<file path="src/rtl/nn_layer_sequencer_if.sv">
// nn_layer_sequencer_if: start/stall control in, ROM/RAM/MAC sequencing strobes and addresses out
interface nn_layer_sequencer_if #(parameter int ADDR_W = 16);
  logic start, stall, busy, done, layer, act_wr_en, relu_en, mac_clr, mac_en;
  logic [ADDR_W-1:0] w_addr, b_addr, act_rd_addr, act_wr_addr;
  modport master (output start, stall,
                  input busy, done, layer, w_addr, b_addr, act_rd_addr, act_wr_addr,
                        act_wr_en, relu_en, mac_clr, mac_en);
  modport slave (input start, stall,
                 output busy, done, layer, w_addr, b_addr, act_rd_addr, act_wr_addr,
                        act_wr_en, relu_en, mac_clr, mac_en);
endinterface

</file>
<file path="src/rtl/nn_layer_sequencer.sv">
// nn_layer_sequencer: per-neuron clear/issue/drain/write sequencing of the shared MAC for a 2-layer MLP
module nn_layer_sequencer #(
  parameter int IN0 = 784,
  parameter int N1 = 32,
  parameter int N2 = 10,
  parameter int MAC_LAT = 2,
  parameter int ADDR_W = 16
) (
  input logic clk,
  input logic rst,
  nn_layer_sequencer_if.slave sq
);
  localparam logic [2:0] IDLE = 3'd0, CLR = 3'd1, ISSUE = 3'd2, DRAIN = 3'd3, WRITE = 3'd4, DONE = 3'd5;
  if (longint'(IN0) * N1 + longint'(N1) * N2 >= (longint'(1) << ADDR_W) || MAC_LAT < 1) begin : g_chk
    $error("nn_layer_sequencer: weight count exceeds ADDR_W or MAC_LAT < 1");
  end
  logic [2:0] state;
  logic layer, mac_q, k_last, n_last;
  logic [ADDR_W-1:0] in_cnt, d_cnt, neuron, w;
  assign k_last = in_cnt == (layer ? ADDR_W'(N1 - 1) : ADDR_W'(IN0 - 1));
  assign n_last = neuron == (layer ? ADDR_W'(N2 - 1) : ADDR_W'(N1 - 1));
  always_ff @(posedge clk or posedge rst) begin
    if (rst) begin
      state <= IDLE;
      layer <= 1'b0;
      mac_q <= 1'b0;
      in_cnt <= '0;
      d_cnt <= '0;
      neuron <= '0;
      w <= '0;
    end else if (!sq.stall) begin
      mac_q <= state == ISSUE;
      case (state)
        IDLE: if (sq.start) begin
          state <= CLR;
          layer <= 1'b0;
          neuron <= '0;
          w <= '0;
        end
        CLR: begin
          state <= ISSUE;
          in_cnt <= '0;
        end
        ISSUE: if (k_last) begin
          state <= DRAIN;
          in_cnt <= '0;
          d_cnt <= '0;
        end else begin
          in_cnt <= in_cnt + 1'b1;
          w <= w + 1'b1;
        end
        DRAIN: if (d_cnt == ADDR_W'(MAC_LAT)) state <= WRITE;
               else d_cnt <= d_cnt + 1'b1;
        WRITE: begin
          // w_addr runs on across neurons so weights stay linear over both layers
          state <= (n_last && layer) ? DONE : CLR;
          if (!(n_last && layer)) w <= w + 1'b1;
          neuron <= n_last ? '0 : neuron + 1'b1;
          if (n_last) layer <= 1'b1;
        end
        DONE: state <= IDLE;
        default: state <= IDLE;
      endcase
    end
  end
  assign sq.busy = state != IDLE && state != DONE;
  assign sq.done = state == DONE;
  assign sq.layer = layer;
  assign sq.w_addr = w;
  assign sq.b_addr = layer ? neuron + ADDR_W'(N1) : neuron;
  assign sq.act_rd_addr = in_cnt;
  assign sq.act_wr_addr = neuron;
  assign sq.act_wr_en = state == WRITE;
  assign sq.relu_en = state == WRITE && !layer;
  assign sq.mac_clr = state == CLR;
  assign sq.mac_en = mac_q;
endmodule

</file>
<file path="src/flat_wrapper.sv">
// flat-port wrapper written by rule: the top's interface ports become plain ports
module nn_layer_sequencer_flat 
#(
  parameter int IN0 = 784,
  parameter int N1 = 32,
  parameter int N2 = 10,
  parameter int MAC_LAT = 2,
  parameter int ADDR_W = 16
)
  (clk, rst, sq_start, sq_stall, sq_busy, sq_done, sq_layer, sq_w_addr, sq_b_addr, sq_act_rd_addr, sq_act_wr_addr, sq_act_wr_en, sq_relu_en, sq_mac_clr, sq_mac_en);
  nn_layer_sequencer_if #(.ADDR_W(ADDR_W)) sq_i ();
  input logic clk;
  input logic rst;
  input wire logic [$bits(sq_i.start)-1:0] sq_start;
  input wire logic [$bits(sq_i.stall)-1:0] sq_stall;
  output wire logic [$bits(sq_i.busy)-1:0] sq_busy;
  output wire logic [$bits(sq_i.done)-1:0] sq_done;
  output wire logic [$bits(sq_i.layer)-1:0] sq_layer;
  output wire logic [$bits(sq_i.w_addr)-1:0] sq_w_addr;
  output wire logic [$bits(sq_i.b_addr)-1:0] sq_b_addr;
  output wire logic [$bits(sq_i.act_rd_addr)-1:0] sq_act_rd_addr;
  output wire logic [$bits(sq_i.act_wr_addr)-1:0] sq_act_wr_addr;
  output wire logic [$bits(sq_i.act_wr_en)-1:0] sq_act_wr_en;
  output wire logic [$bits(sq_i.relu_en)-1:0] sq_relu_en;
  output wire logic [$bits(sq_i.mac_clr)-1:0] sq_mac_clr;
  output wire logic [$bits(sq_i.mac_en)-1:0] sq_mac_en;
  assign sq_i.start = sq_start;
  assign sq_i.stall = sq_stall;
  assign sq_busy = sq_i.busy;
  assign sq_done = sq_i.done;
  assign sq_layer = sq_i.layer;
  assign sq_w_addr = sq_i.w_addr;
  assign sq_b_addr = sq_i.b_addr;
  assign sq_act_rd_addr = sq_i.act_rd_addr;
  assign sq_act_wr_addr = sq_i.act_wr_addr;
  assign sq_act_wr_en = sq_i.act_wr_en;
  assign sq_relu_en = sq_i.relu_en;
  assign sq_mac_clr = sq_i.mac_clr;
  assign sq_mac_en = sq_i.mac_en;
  nn_layer_sequencer #(.IN0(IN0), .N1(N1), .N2(N2), .MAC_LAT(MAC_LAT), .ADDR_W(ADDR_W)) u_core (.clk(clk), .rst(rst), .sq(sq_i));
endmodule
</file>
<file path="config.mk">
export PLATFORM = sky130hd
export DESIGN_NAME = nn_layer_sequencer_flat
export DESIGN_NICKNAME = d
export VERILOG_FILES = /design/src/rtl/nn_layer_sequencer_if.sv /design/src/rtl/nn_layer_sequencer.sv /design/src/flat_wrapper.sv
export SDC_FILE = /design/constraint.sdc
export NUM_CORES = 1
export LEC_CHECK = 0
export BUFFER_PORTS_ARGS = -buffer_cell sky130_fd_sc_hd__buf_2
export CORE_MARGIN = 2
export CORE_UTILIZATION = 55
export CTS_CLUSTER_DIAMETER = 30
export DETAILED_ROUTE_END_ITERATION = 10
export HOLD_SLACK_MARGIN = 0.12
export PLACE_DENSITY_LB_ADDON = 0.1
export SETUP_SLACK_MARGIN = 0.15
export SYNTH_ARGS = -nofsm -noshare
export SYNTH_HDL_FRONTEND = slang
export SYNTH_SLANG_ARGS = --single-unit
</file>
<file path="constraint.sdc">
create_clock -name clk -period 5.6 [get_ports clk]
set_input_delay 1.4 -clock clk [delete_from_list [all_inputs] [get_ports clk]]
set_output_delay 1.4 -clock clk [all_outputs]
set_load 0.05 [all_outputs]
</file>
==> metrics.cfg <==
[logic_synthesis]
synth_edf_count=0
synth_cells=449
syn_avg_cell_area_um2=9.29
synth-main-ff-cell=dfrtp_1
synthesis.area_um2=4170
synthArstFlopShare_pct=100
seq_area_frac_synth_pct=41.4
synth_fp_nets=459
yosysWarnings=0
synth_cell_types=55
synth.ff_latch_count=69

[sta]
timing.fmax_mhz=276
slew_viol_final=0
rsz0062_at_grt=no
hold_viol_final=0
fin_tns_setup_ns=0
fin_crit_sh_pct=64.8
tightest_slew_ns=1.20
setup_violations=0
hold_ws_ns=0.514
relSlewSlack_pct=19.6
finalClockSkew_ns=0.0136
fin_crit_ns=3.63

[route]
dr_total_vias=3638
drcViolationCount=0
routed_via_density=5.95
routedWlPerCell_um=15.7
antenna_left=0
wirelength_um=9590
drt_iter0_drc=164
firstDrtPassIters=4

[setup_path]
required_ns=4.20
regToRegStartpoint=u_core.state[1]$_DFFE_PP0P_
crit_path_frequent_cell=and3_1
start_kind=register
path_cells=and4_1 -> and3_1 -> and3_1 -> and3_1 -> xor2_1 -> buf_2
crit_family=simple AND/OR/NAND/NOR gates
worst-path-buf-inv=1
cp_max_fo=11
reg2reg_depth=5
cpPeakStageDelay_ns=0.58
cp.arrival_ns=2.23
cp_slowest_cell=dfrtp_1
end_kind=primary output
cp.depth=6
critPathLaunch=u_core.sq.act_wr_addr[7]$_DFFE_PP0P_
crit_type=register to primary output

[clock_network]
insertion_delay_ns=0.35
ctsResizeCount=0
clockBufferDepth=2
cts.sinks=69
hold_buffers=0
cts_made_buffers=9
cts_max_level=3
tritoncts=done
cts-root-buf=clkbuf_8
cts_setup_buffers=0
clkTransAtPathRegs_ns=0.08

[cells_and_area]
antenna_cells=0
area_delta_synth_final_pct=14.9
fin_nets=517
drive_gt1_share_pct=21.9

[pwr]
max-vdd-ir-drop_mv=0.283
p_leak_nw=2.36
p_total_mw=1.74
power_density_nw_per_um2=364

[min_path]
hp-class=register to register
whs_path_depth=2
hp-start=u_core.sq.mac_en$_DFFE_PP0N_

[placed_design]
dpl.hpwl_um=6620
port_buffers=74
gp_congestion=0.827

[grt]
antenna_found_initial=0
gr-total-overflow=0
grt_max_degree=44
first_global_vias=3369
grt_usage_pct=24.4
grt_pass1_wl_um=16500

[status]
status=finished clean

[floorplanning]
ioPinCount=75
dieArea_um2=8290
die_w_um=91.1
die_h_um=91.1
start_util_pct=57.2
rows=31
core_um2=7290

[job]
cap_viol_max_count=0

## tightest hold or removal path: stages, from the launching register on
cell and delay [ns]:
dfrtp_1 0.37, nand2_1 0.05, o21ai_0 0.06
## per-stage QoR
step | utilization (%) | std cells | cell area (um2) | setup WS (ns)
final | 65.7 | 611 | 4790 | 1.97
after floorplan | - | 449 | 4170 | 1.70
after global routing | 65.7 | 611 | 4790 | 1.84
after global placement | 62.0 | 595 | 4520 | 2.37
after detailed placement | 62.0 | 595 | 4520 | 2.30
after CTS | 65.7 | 611 | 4790 | 1.98
## kinds of logic (layout without fill, tap and decap cells)
kind of cell,Yosys count,count (layout),share of synthesized area (%)
buf+inv,34,97,4.26
fa+ha+maj,6,6,1.80
simple gates,222,222,29.5
xor+xnor,46,46,9.66
flops,69,69,41.4
mux,6,6,1.59
compound gates,66,66,11.8
## placed cells by master, fill, tap and decap left out, types with 8 or more instances in the layout
cell type   n
clkbuf_8    9
nand4_1    17
and4_1      8
dfrtp_1    69
o21ai_0    15
nor2_1     52
buf_2      74
o31ai_1    12
xnor2_1    10
a21oi_1    10
or4_1       9
nand2_1    37
nand3_1    27
and3_1     18
xor2_1     36
## power breakdown
part           internal [mW]  total [mW]  switching (mW)
registers              0.543       0.643          0.0997
clock network          0.344       0.552           0.208
logic                  0.150       0.548           0.398
total                   1.04        1.74           0.706
## final cells by class
cell class                 count  area (um2)
tap                           99         124
timing repair buffer          76         385
clock buffer                   9         124
fill                         649        2500
multi-input combinational    346        2270
sequential                    69        1730
inverter                       5        18.8
clock inverter                 7         146
## Yosys cell counts, types with 10 or more instances
cell type | instances | share of area, %
a21oi_1 | 10 | 1.2
and3_1 | 18 | 2.7
dfrtp_1 | 69 | 41
nand2_1 | 37 | 3.3
nand3_1 | 27 | 3.2
nand4_1 | 17 | 2.6
nor2_1 | 52 | 4.7
o21ai_0 | 15 | 1.8
o31ai_1 | 12 | 2.2
xnor2_1 | 10 | 2.1
xor2_1 | 36 | 7.6
## final timing paths
check / end / slack (ns)
max in group asynchronous: u_core.sq.w_addr[2]$_DFFE_PP0P_ / 3.51
min reg2reg: u_core.sq.mac_en$_DFFE_PP0N_ / 0.51
min in group asynchronous: u_core.sq.w_addr[8]$_DFFE_PP0P_ / 1.10
max: sq_b_addr[15] / 1.97
max reg2reg: u_core.sq.w_addr[15]$_DFFE_PP0P_ / 2.79
min: u_core.sq.mac_en$_DFFE_PP0N_ / 0.51
## state kept, by name (all words and copies together), names as in the netlist
signal,cells
u_core.sq.mac_en,1
u_core.state,3
u_core.sq.layer,1
u_core.sq.act_rd_addr,16
u_core.sq.act_wr_addr,16
u_core.sq.w_addr,16
u_core.d_cnt,16
## routing by layer
metal	share of wire (%)	GRT usage (%)
met2	46	37.0
met4	2.1	10.5
met5	0	0
met3	3.9	3.07
met1	48	35.1
Power figures use the tool's default switching activity.
